File: src/rtl/switch_debounce_strobe.sv
// switch_debounce_strobe: debounces a bouncy level into d_out plus one-cycle change strobes.
// Define DEBOUNCE_SYNC_EN to insert a two-flop synchronizer ahead of the debouncer.
module switch_debounce_strobe #(
   parameter int CNT_MAX = 4,
   parameter int CNT_W   = 8
) (
   input  logic clk,
   input  logic rst,
   input  logic din,
   output logic d_out,
   output logic en_pulse,
   output logic rise,
   output logic fall,
   output logic busy
);
   typedef enum logic [1:0] {LOW, CHK_H, HIGH, CHK_L} state_t;
   state_t            r_state, w_next;
   logic [CNT_W-1:0]  r_cnt, w_cnt;
   logic              w_s, w_last, w_rise, w_fall;
`ifdef DEBOUNCE_SYNC_EN
   logic [1:0] r_sync;
   always_ff @(posedge clk or negedge rst)
      if (!rst) r_sync <= '0;
      else      r_sync <= {r_sync[0], din};
   assign w_s = r_sync[1];
`else
   assign w_s = din;
`endif
   assign w_last = r_cnt == CNT_W'(CNT_MAX - 1);
   always_comb begin
      w_next = r_state;
      w_cnt  = '0;
      w_rise = 1'b0;
      w_fall = 1'b0;
      case (r_state)
         LOW:   w_next = w_s ? CHK_H : LOW;
         HIGH:  w_next = w_s ? HIGH : CHK_L;
         CHK_H: begin
            w_next = !w_s ? LOW : w_last ? HIGH : CHK_H;
            w_rise = w_s && w_last;
            w_cnt  = (w_s && !w_last) ? r_cnt + 1'b1 : '0;
         end
         default: begin
            w_next = w_s ? HIGH : w_last ? LOW : CHK_L;
            w_fall = !w_s && w_last;
            w_cnt  = (!w_s && !w_last) ? r_cnt + 1'b1 : '0;
         end
      endcase
   end
   // outputs are registered from the next state so they line up with r_state
   always_ff @(posedge clk or negedge rst)
      if (!rst) begin
         r_state  <= LOW;
         r_cnt    <= '0;
         d_out    <= 1'b0;
         en_pulse <= 1'b0;
         rise     <= 1'b0;
         fall     <= 1'b0;
         busy     <= 1'b0;
      end else begin
         r_state  <= w_next;
         r_cnt    <= w_cnt;
         d_out    <= w_next == HIGH || w_next == CHK_L;
         en_pulse <= w_rise | w_fall;
         rise     <= w_rise;
         fall     <= w_fall;
         busy     <= w_next == CHK_H || w_next == CHK_L;
      end
endmodule

File: config.mk
export PLATFORM = sky130hd
export DESIGN_NAME = switch_debounce_strobe
export DESIGN_NICKNAME = d
export VERILOG_FILES = /design/src/rtl/switch_debounce_strobe.sv
export SDC_FILE = /design/constraint.sdc
export NUM_CORES = 1
export LEC_CHECK = 0
export ABC_AREA = 1
export CORE_MARGIN = 5
export CORE_UTILIZATION = 42
export CTS_CLUSTER_SIZE = 25
export DETAILED_ROUTE_END_ITERATION = 16
export GPL_TIMING_DRIVEN = 1
export MAX_ROUTING_LAYER = met4
export PLACE_DENSITY = 0.65
export SETUP_SLACK_MARGIN = 0.05
export SYNTH_ARGS = -nofsm -noshare
export SYNTH_HDL_FRONTEND = slang
export SYNTH_SLANG_ARGS = --single-unit
File: constraint.sdc
create_clock -name clk -period 1.4 [get_ports clk]
set_input_delay 0.14 -clock clk [delete_from_list [all_inputs] [get_ports clk]]
set_output_delay 0.14 -clock clk [all_outputs]
set_load 0.005 [all_outputs]
Yosys cells after proc, flatten, opt, wreduce, memory -nomap -nowiden
Cells that the tools add are included.
{ "totals": {"ff_bits": 15, "latch_bits": 0, "mem_bits_rw": 0, "mem_bits_ro": 0, "inputBits": 3, "output_inout_bits": 5, "word_cells": 38, "mem_count": 0} }
{ "classes": {"n_addsub": 1, "n_mul": 0, "n_div": 0, "magnitude_cmp": 0, "eq_ne": 6, "n_shift": 0, "n_mux": 12, "bitwise": 1, "reduce_logical": 11} }
{ "op_table": {"columns": ["operator", "count"], "rows": [
  ["8-bit two-way mux", 2],
  ["8-bit one-hot mux with 2 select lines", 1],
  ["8-bit by 1-bit adder with 8-bit output, second input constant", 1],
  ["8-bit by 2-bit == test with 1-bit output, second input constant", 1],
  ["2-bit two-way mux", 4],
  ["2-bit == test, second input constant", 3],
  ["2-bit one-hot mux with 3 select lines", 1],
  ["2-bit by 1-bit == test with 1-bit output, second input constant", 2],
  ["1-bit logical AND", 4],
  ["1-bit two-way mux", 4],
  ["3-bit OR reduction", 1],
  ["1-bit zero test", 2],
  ["2-bit zero test", 1],
  ["1-bit logical OR", 2],
  ["2-bit OR reduction", 1],
  ["1-bit OR", 1]
]} }

Longest topological paths before layout
{ "logic_depth": {"word_depth": 6, "ltp_mapped": 6, "ltp_nobuf": 6} }

Worst setup path before layout
No wires, ideal clock.
{ "synth_path": {"kind": "reg2reg", "startpoint": "register r_cnt[0]", "endpoint": "register d_out", "setup_time_ns": 0.117, "arrival_ns": 1.054, "required_ns": 1.283, "setup_slack_ns": 0.229, "path_stages_with_launch": 7, "path_buffers": 0, "synth_period_minus_slack_ns": 1.171, "path_cell_list": "dfrtp_1 -> ha_1 -> nand2_1 -> nor2_4 -> nand3_1 -> nand2_1 -> nand2_1"} }
{ "synth_via": {"elab_chain_len": 6, "elab_cells_between_ends": 9, "classes_between": "3 x eq/ne; 5 x mux; 1 x reduce/logical"} }
{ "synth_rtl": {"columns": ["item", "line_no", "source"], "rows": [
  ["start: declaration", "18", "logic [CNT_W-1:0] r_cnt, w_cnt;"],
  ["start signal: assignment", "62", "r_cnt <= w_cnt;"],
  ["8-bit by 2-bit == test with 1-bit output *", "29", "assign w_last = r_cnt == CNT_W'(CNT_MAX - 1);"],
  ["2-bit two-way mux (on tied branches) (2 in series)", "44, 39", null],
  ["2-bit one-hot mux with 3 select lines *", "35", "case (r_state)"],
  ["net w_next[1]", "17", "state_t r_state, w_next;"],
  ["2-bit == test", "63", "d_out <= w_next == HIGH || w_next == CHK_L;"],
  ["1-bit logical OR *", "63", null],
  ["end signal: assignment", "55", "d_out <= 1'b0;"],
  ["end signal: assignment", "63", null],
  ["end: declaration", "10", "output logic d_out,"]
]} }
Mark *: on every way through the listed nets, which the timed path passes. The rest lies on a longest branch.

Worst setup path after layout
{ "layout_path": {"startpoint": "register d_out", "endpoint": "output d_out"} }
No word-level cell between the ends.

==> impl_results.md <==
- Maximum number of buffers from clock root to sink: 2
- Biggest area consumer among synthesized cells: dfrtp_1
- Sequential fraction of the synthesis area: 50.27%
- Arrival time of the worst setup path: 1.15 ns
- Synthesis Warnings: 0
- Synthesized instance count: 75
- Average vias per placed instance: 5.000
- Synth cell types: 19
- Final non-filler cell area: 844.6 um2
- Final wirelength: 1190 um
- CP startpoint kind: flip-flop
- Worst EP required: 1.26 ns
- Shortest period the worst path allows: 1.291 ns
- # diodes: 0
- Placement-stage cell area: 794.5 um2
- Total number of H-tree levels: 1
- Final Wtd Congestion: 0.7671
- Count of routing violations after the opening detailed-route iteration: 13
- Slowest cell on crit path: clkdlybuf4s50_1
- Total power of the final layout: 1228 uW
- Post-route fraction of the period consumed by the critical path: 92.24%
- Total of flip-flops plus latches after synthesis: 14
- Cts bufs inserted: 3
- Cell count after placement: 99
- Met1 usage: 13.55%
- Ratio of total power to cell area: 1454 nW/um2
- Setup slack after placement: 0.1130 ns
- Post-synthesis average cell area: 9.292 um2
- Final worst slack: 0.1086 ns
- # setup viols final: 0
- Routing layer with the top usage in global route: met2
- Antenna violations before repair: 0
- Synth-to-Final Area Change: 21.18%
- Number of nets in the finished design: 94
- Worst hold path type: primary input to asynchronous set/reset pin
- DR pass1 iterations: 4
- Final-layout setup total negative slack: 0 ns
- Antenna-violating nets left: 0
- Library cell with the highest instance count after synthesis: dfrtp_1
- Result of the run: finished clean
- Kind of cell with the highest combined delay on the critical path: buffers and inverters
- Fraction of registers with async set/reset: 100.0%
- Number of global-route vias before repair: 500
- Main synth FF type: dfrtp_1
- Die boundary width: 50.74 um
- Largest voltage drop on the vdd net: 0.7865 mV
- Sum of buffers and inverters on the critical path: 1
- Share of post-route cells with drive strength above 1: 26.14%
- Worst Clk Skew: 0.003647 ns
- Total Routing Usage GR: 11.29%
- Clk slew on worst S/H paths: 0.07 ns
- Global-route congestion overflow total: 0
- Largest cells by area after synthesis: dfrtp_1 (50%), nand2_1 (6.5%), nor2_2 (5.4%), nand2_4 (4.8%), nand3_1 (4.3%)
- Nature of the critical path endpoint: output port
- Clock sink count: 14
- Met3 usage: 6.213%
- Largest net degree at the start of global routing: 15
- Area share of the leading cell type in the synthesized netlist: 50.27%
- Leak Pwr: 0.0003643 uW
- Residual DRC: 0
- Via count: 520
- Initial core utilization: 45.21%
- HPWL after DPL: 880.7 um
- Clock latency reported for the late side of the worst-skew pair: 0.28 ns
- Number of hold violations in the final report: 0
- Die height: 50.74 um
- Die ar.: 2574 um2
- Number of rows in the core area: 14
- Final cell count without fillers: 104
- Maximum Capacitance Violations: 0
- Post-synth EDFFs: 0
- Leading cell types by count after synthesis: dfrtp_1 (14), nand2_1 (12), inv_1 (7), nor2_1 (7)
- Number of buffers added on ports: 7
- Global-route wire length before repair: 2111 um
- Largest stage delay on the critical path: 0.51 ns
- Unrepaired setup endpoints after global routing: no
- Slew at the pin closest to its max-slew limit: 0.2075 ns
- Routed length per instance: 11.44 um
- Startpoint-to-endpoint class of the critical path: flip-flop to output port
- M2 GR Usage: 16.53%
- CP cell instances: clkdlybuf4s50_1
- Worst-path maximum fanout: 2
- CTS tree: done
- Number of I/O pins: 8
- Cell chosen for the clock root: clkbuf_4
- Cell area after technology mapping: 696.9 um2
- Number of pins exceeding their max-slew limit in the final report: 0
- Max Fclk: 774.3 MHz
- Remaining max-slew budget at the tightest pin: 86.12%
- Placeable core area: 1541 um2
- Post-Syn Nets: 79
-- report_power, final --
part	switching (uW)	internal (uW)	total (uW)
Combinational	256	217	473
Sequential	66.1	472	538
Clock	118	99.8	217
-- timing repair --
action	CTS	global route
buffers inserted	1	1
resized for setup	0	2
hold buffers	0	0
pin swaps	0	2
setup endpoints to repair	1	12
-- state kept, by name (all words and copies together), names as in the netlist --
register  count
busy          1
en_pulse      1
fall          1
d_out         1
r_state       1
r_cnt         8
rise          1
-- final cells by class --
cell class / instances / area [um2]
flip-flops and latches: 14 / 350.3
clock buffers: 3 / 22.52
fillers: 138 / 696.9
repair buffers: 10 / 92.59
multi-input cells: 52 / 325.3
well taps: 16 / 20.02
inverters: 9 / 33.78
-- logic make-up (layout without fill, tap and decap cells) --
logic type | count (synthesis) | count (layout) | synth area share, %
DFF | 14 | 14 | 50.27
and+or+nand+nor | 42 | 42 | 35.19
AOI/OAI and AO/OA | 7 | 7 | 5.385
buffers and inverters | 9 | 22 | 4.848
adders and majority gates | 1 | 1 | 1.795
xor gates and xnor gates | 2 | 2 | 2.514
-- routing by layer --
metal  wire length [um]  share of wire, %
met5                  0                 0
met4                 14               1.2
met3                 78               6.6
met2                586                49
met1                511                43
-- stage by stage --
stage | util [%] | hold slack (ns)
2_1_floorplan | - | -0.1556
3_3_place_gp | 51.54 | 0.4669
3_5_place_dp | 51.54 | 0.4663
4_1_cts | 53.49 | 0.1667
5_1_grt | 54.79 | 0.1696
6_report | 54.79 | 0.1668
-- final timing paths --
check                          from  cells after the start        to  slack, ns
setup / recovery              d_out                      1     d_out       0.11
hold / removal                  rst                      2  r_cnt[3]       0.17
setup reg to reg           r_cnt[0]                      6     d_out       0.18
hold reg to reg            r_cnt[7]                      2  r_cnt[7]       0.55
max in group asynchronous       rst                      2  r_cnt[4]       1.07
min in group clk                din                      3      rise       0.49
-- placed cells by master, fill, tap and decap left out, types with 2 or more instances in the layout --
master	netlist	routed
a21oi_1	2	2
a31oi_1	2	2
buf_4	0	3
clkbuf_4	0	3
clkdlybuf4s50_1	0	7
dfrtp_1	14	14
inv_1	7	7
inv_2	2	2
nand2_1	12	12
nand2_2	2	2
nand2_4	3	3
nand3_1	6	6
nand4_1	2	2
nor2_1	7	7
nor2_2	6	6
nor2_4	2	2
o21ai_0	3	3
Note: power is estimated with default switching activity, not from simulation.
